===== src/rtl/spi_master.sv =====
// SPI initiator for the SPI slave/RAM wrapper, running on the slave's own clk.
// It sends one 10-bit {op, payload} frame MSB first on MOSI while SS_n is low.
// For op 11 it then shifts in one byte from MISO and returns it as rd_data.
// done (and rd_valid for op 11) is high during the last SS_n-high gap cycle.
// In that same cycle busy is already low, so a new start can be accepted.
`timescale 1ns/1ps
module spi_master #(
  parameter int LEAD_CYC  = 2,
  parameter int TAIL_CYC  = 1,
  parameter int MISO_SKEW = 0,
  parameter int GAP_CYC   = 1
) (
  input  logic       clk,
  input  logic       rst_n,
  input  logic       start,
  input  logic [9:0] cmd,
  output logic       busy,
  output logic       done,
  output logic [7:0] rd_data,
  output logic       rd_valid,
  output logic       MOSI,
  input  logic       MISO,
  output logic       SS_n
);

  typedef enum logic [2:0] {
    IDLE,
    LEAD,
    SHIFT,
    TAIL,
    SKEW,
    READ,
    GAP
  } state_t;

  // Phase counters are loaded with (length-1) and count down to zero.
  localparam logic [7:0] LEAD_INIT = 8'(LEAD_CYC - 1);
  localparam logic [7:0] TAIL_INIT = 8'(TAIL_CYC - 1);
  localparam logic [7:0] SKEW_INIT = 8'(MISO_SKEW - 1);
  localparam logic [7:0] GAP_INIT  = 8'(GAP_CYC - 1);
  localparam logic [7:0] BITS_INIT = 8'd9;
  localparam logic [7:0] READ_INIT = 8'd7;

  state_t      state, state_nxt;
  logic [7:0]  cnt, cnt_nxt;
  logic [9:0]  shreg, shreg_nxt;
  logic [1:0]  op, op_nxt;
  logic [7:0]  rdsh, rdsh_nxt;
  logic        ss_n_nxt, mosi_nxt, busy_nxt, done_nxt, rd_valid_nxt;
  logic [7:0]  rd_data_nxt;
  logic        accept, go_lead, go_gap;

  // Next-state and next-output logic; every register holds by default.
  always_comb begin
    state_nxt    = state;
    cnt_nxt      = cnt;
    shreg_nxt    = shreg;
    op_nxt       = op;
    rdsh_nxt     = rdsh;
    ss_n_nxt     = SS_n;
    mosi_nxt     = MOSI;
    busy_nxt     = busy;
    done_nxt     = 1'b0;
    rd_valid_nxt = 1'b0;
    rd_data_nxt  = rd_data;
    accept       = start && !busy;
    go_lead      = 1'b0;
    go_gap       = 1'b0;

    case (state)
      IDLE: begin
        go_lead = accept;
      end

      LEAD: begin
        // MOSI already shows cmd[9]; the slave needs these cycles to reach its op state.
        if (cnt == 8'd0) begin
          state_nxt = SHIFT;
          cnt_nxt   = BITS_INIT;
          mosi_nxt  = shreg[9];
        end else begin
          cnt_nxt = cnt - 8'd1;
        end
      end

      SHIFT: begin
        // shreg[9] is the bit on the wire now; shift so the next bit moves into [9].
        if (cnt == 8'd0) begin
          state_nxt = TAIL;
          cnt_nxt   = TAIL_INIT;
        end else begin
          mosi_nxt  = shreg[8];
          shreg_nxt = {shreg[8:0], 1'b0};
          cnt_nxt   = cnt - 8'd1;
        end
      end

      TAIL: begin
        if (cnt == 8'd0) begin
          if (op == 2'b11) begin
            if (MISO_SKEW == 0) begin
              state_nxt = READ;
              cnt_nxt   = READ_INIT;
            end else begin
              state_nxt = SKEW;
              cnt_nxt   = SKEW_INIT;
            end
          end else begin
            go_gap = 1'b1;
          end
        end else begin
          cnt_nxt = cnt - 8'd1;
        end
      end

      SKEW: begin
        if (cnt == 8'd0) begin
          state_nxt = READ;
          cnt_nxt   = READ_INIT;
        end else begin
          cnt_nxt = cnt - 8'd1;
        end
      end

      READ: begin
        // The first sample lands in bit 7 once all eight have been shifted in.
        rdsh_nxt = {rdsh[6:0], MISO};
        if (cnt == 8'd0) begin
          rd_data_nxt = {rdsh[6:0], MISO};
          go_gap      = 1'b1;
        end else begin
          cnt_nxt = cnt - 8'd1;
        end
      end

      GAP: begin
        // The last gap cycle already shows done with busy low, so a start here chains frames.
        if (cnt == 8'd0) begin
          if (accept) begin
            go_lead = 1'b1;
          end else begin
            state_nxt = IDLE;
          end
        end else begin
          cnt_nxt = cnt - 8'd1;
          if (cnt == 8'd1) begin
            done_nxt     = 1'b1;
            busy_nxt     = 1'b0;
            rd_valid_nxt = (op == 2'b11);
          end
        end
      end

      default: begin
        state_nxt = IDLE;
      end
    endcase

    if (go_lead) begin
      state_nxt = LEAD;
      cnt_nxt   = LEAD_INIT;
      shreg_nxt = cmd;
      op_nxt    = cmd[9:8];
      ss_n_nxt  = 1'b0;
      mosi_nxt  = cmd[9];
      busy_nxt  = 1'b1;
    end

    if (go_gap) begin
      state_nxt = GAP;
      cnt_nxt   = GAP_INIT;
      ss_n_nxt  = 1'b1;
      if (GAP_INIT == 8'd0) begin
        done_nxt     = 1'b1;
        busy_nxt     = 1'b0;
        rd_valid_nxt = (op == 2'b11);
      end
    end
  end

  // State, phase counter and handshake outputs; reset aborts any frame in flight.
  always_ff @(posedge clk or negedge rst_n) begin
    if (!rst_n) begin
      state    <= IDLE;
      cnt      <= 8'd0;
      SS_n     <= 1'b1;
      busy     <= 1'b0;
      done     <= 1'b0;
      rd_valid <= 1'b0;
    end else begin
      state    <= state_nxt;
      cnt      <= cnt_nxt;
      SS_n     <= ss_n_nxt;
      busy     <= busy_nxt;
      done     <= done_nxt;
      rd_valid <= rd_valid_nxt;
    end
  end

  // Serial datapath registers: command shifter, latched op, MISO shifter, read result.
  always_ff @(posedge clk or negedge rst_n) begin
    if (!rst_n) begin
      shreg   <= 10'd0;
      op      <= 2'b00;
      rdsh    <= 8'd0;
      MOSI    <= 1'b0;
      rd_data <= 8'h00;
    end else begin
      shreg   <= shreg_nxt;
      op      <= op_nxt;
      rdsh    <= rdsh_nxt;
      MOSI    <= mosi_nxt;
      rd_data <= rd_data_nxt;
    end
  end

endmodule


===== config.mk =====
export PLATFORM = sky130hd
export DESIGN_NAME = spi_master
export DESIGN_NICKNAME = d
export VERILOG_FILES = /design/src/rtl/spi_master.sv
export SDC_FILE = /design/constraint.sdc
export NUM_CORES = 1
export LEC_CHECK = 0
export CORE_UTILIZATION = 57
export CTS_CLUSTER_DIAMETER = 50
export CTS_CLUSTER_SIZE = 24
export DETAILED_ROUTE_END_ITERATION = 8
export GPL_TIMING_DRIVEN = 0
export HOLD_SLACK_MARGIN = 0.12
export PLACE_DENSITY_LB_ADDON = 0.08
export SYNTH_ARGS = -nofsm -noshare
export SYNTH_HDL_FRONTEND = slang
export SYNTH_SLANG_ARGS = --single-unit

===== constraint.sdc =====
create_clock -name clk -period 4.01 [get_ports clk]
set_clock_uncertainty 0.2 [all_clocks]
set_input_delay 0.401 -clock clk [delete_from_list [all_inputs] [get_ports clk]]
set_output_delay 0.401 -clock clk [all_outputs]
set_load 0.03 [all_outputs]

==> impl_results.md <==
* Combinational share of power at 46.6%
* Clock group share of total power at 14.6%
* Sw power at 763.1 uW
* Drt total wl at 5041 um
* Critical path fanouts, max at 10
* Critical Path AT at 2.69 ns
* DR WL/cell at 16.47 um
* Final worst-path cycle share at 67.41%
* # IOs at 27
* Max Clk Rate at 369.9 MHz
* Hold Startpoint: shreg[4]
* Maximum vdd drop at 0.0005319 V
* Setup TNS at 0 ns
* Yosys top cell by area: dfrtp_1
* Yosys top cell area share at 45.14%
* Syn_nets at 238
* Slew Limit Fails at 0
* RSZ-0062 raised after global routing: no
* Post-DP HPWL at 3582 um
* Crit start category: register
* Initial antenna violation count at 0
* Detail Route Antenna Nets at 0
* Die X at 65.92 um
* Status: completed
* Post-synth EDFFs at 0
* Switching share of total power at 41.15%
* Die area at 4345 um^2
* H-tree levels at 2
* Gpl congestion at 0.9580
* GRT Residual Overflow at 0
* Worst slew pin tran at 0.5044 ns
* Post-Syn Area at 2328 um^2
* Register area at 1077 um^2
* Max-cap violation count at 0
* Antenna Cells at 0
* Port buffer count at 26
* Fraction of layout cells with a size suffix above 1 at 15.89%
* Initial Utilization at 61.30%
* Synth Flop Type: dfrtp_1
* 1st-iter DRT viols at 137
* Final Util at 72.63%
* Crit Reg-Reg Startpoint: cnt[0]
* GRT Total Usage at 26.63%
* Core Rows at 22
* Area of the multi-input gates at 1147 um^2
* Worst Setup SP: cnt[0]
* DRT Pass-1 Iters at 4
* Cell leakage power at 1.224 nW
* Reg power frac at 38.7%
* Via-per-instance ratio at 6.049
* Critical Path RT at 4.00 ns
* Synthesized flop and latch total at 43
* Syn avg cell area at 10.49 um^2
* Synth area leaders: dfrtp_1, mux2_1, mux2_2
* Die height at 65.92 um
* Power per cell area at 672.2 nW/um^2
* Count of cell types in the netlist at 56
* Hold Vio Cnt, Final at 0
* Setup Viol. Count Final at 0
* Post-synthesis sequential area ratio at 46.27%
* Clock tree buffer depth at 2
* Yosys warns at 0
* CTS Root Cell: clkbuf_8
* Worst setup EP type: register
* Fillers at 286
* Largest net degree at the start of global routing at 28
* Nets at 273
* Via count at 1851
* Tmin final at 2.703 ns
* Internal power at 1.091 mW
* CTS Buf Count at 5
* P&R area growth vs syn at 18.48%
* First-pass GRT wire length at 8652 um
* Asr flop ratio synth at 100.0%
* Post-route DRC at 0
* Vias in the first global route at 1914
* Core footprint at 3799 um^2
* Clock Pin Slew Worst Setup and Hold Paths at 0.08 ns
* Hold Path Class: reg2reg
* Total clock sinks at 43
* Critical path type: reg2reg
* Postcts setup bufs at 0
* Slew margin rel. at 66.33%
* CTS tree: done
* Syn Inst Count at 222
* Clk_lat worst skew at 0.30 ns
[logic make-up after synthesis]
family	share of synthesized area (%)
simple gates	17.62
compound gates	19.18
flops	46.27
mux	10.64
buf+inv	4.460
xor+xnor	0.7524
fa+ha+maj	1.075
[final cells by class]
class / count / area share (%)
multi-input cells: 160 / 41.59
clock inverters: 2 / 0.4535
plain buffers: 13 / 2.948
inverters: 6 / 0.8163
repair buffers: 28 / 10.34
clock buffers: 6 / 2.630
well taps: 48 / 2.177
flip-flops and latches: 43 / 39.05
[Yosys cell counts, types with 2 or more instances]
master and n:
a21o_1 8, a21oi_1 17, a22o_1 8, a31oi_1 3, and2_1 3, buf_2 5
buf_6 3, clkbuf_1 3, dfrtp_1 42, ha_1 2, inv_1 4, inv_2 2
mux2_1 9, mux2_2 9, mux2i_1 3, nand2_1 18, nand2b_1 3, nand3_1 7
nor2_1 12, nor2b_1 6, nor3_1 5, nor4_1 2, nor4bb_1 2, o21ai_0 5
o21ai_1 4, o31ai_1 2, or3_1 4, or4_1 3
[power by group through the flow]
stage / sequential (mW) / combinational (mW) / clock [mW]
final: 0.718 / 0.865 / 0.271
after global routing: 0.738 / 0.952 / 0.291
after CTS: 0.716 / 0.856 / 0.277
after detailed placement: 0.724 / 0.850 / 0
after global placement: 0.719 / 0.821 / 0
after floorplan: 0.731 / 0.613 / 0
[worst paths after layout]
path,slack [ns],cells after the start,end
hold reg to reg,0.28,1,shreg[4]
min in group asynchronous,0.36,2,cnt[5]
hold / removal,0.28,1,shreg[4]
setup / recovery,1.31,7,MOSI
setup reg to reg,1.31,7,MOSI
max in group asynchronous,2.77,3,rdsh[4]
[timing repair]
item | 4_1_cts | 5_1_grt
hold buffers | 1 | 0
endpoints found under the hold margin | 15 | 0
resized for setup | 0 | 0
[per-layer routing]
metal	global-route usage [%]	routed length (um)	up-vias
met4	13.59	155	0
met1	33.41	2202	857
met5	0	0	-
li1	-	-	887
met3	4.655	359	17
met2	43.75	2323	90
[registers in the layout (all words and copies together) (netlist names), 2 cells and up]
register  flops
rd_data       8
cnt           8
shreg        10
op            2
state         3
rdsh          7
[cell usage in the layout (no fill, tap or decap), types with 3 or more instances in the layout]
cell type        netlist  layout
a21o_1                 8       8
a21oi_1               17      17
a22o_1                 8       8
a31oi_1                3       3
and2_1                 3       3
buf_2                  5       6
buf_6                  3       3
clkbuf_1               3       4
clkbuf_8               0       5
clkdlybuf4s50_1        0      25
dfrtp_1               42      42
inv_1                  4       4
mux2_1                 9       9
mux2_2                 9       9
mux2i_1                3       3
nand2_1               18      18
nand2b_1               3       3
nand3_1                7       7
nor2_1                12      12
nor2b_1                6       6
nor3_1                 5       5
o21ai_0                5       5
o21ai_1                4       4
or3_1                  4       4
or4_1                  3       3
[critical path, stage by stage, from the launching register on]
cell	delay (ns)
dfrtp_1	0.44
inv_1	0.10
ha_1	0.31
nor3b_4	0.52
nand4_2	0.20
a21boi_2	0.21
mux2_2	0.35
mux2_4	0.26
[per-stage QoR]
step	setup WS, ns	instances	hold WS, ns	power [mW]	instance area (um^2)
after floorplan	1.685	222	-0.09459	1.344	2328
after global placement	1.241	296	0.2602	1.540	2649
after detailed placement	1.351	297	0.1559	1.574	2664
after CTS	1.344	306	0.2844	1.849	2759
after global routing	1.156	306	0.3006	1.981	2759
final	1.307	306	0.2821	1.854	2759
Note: power is estimated with default switching activity, not from simulation.
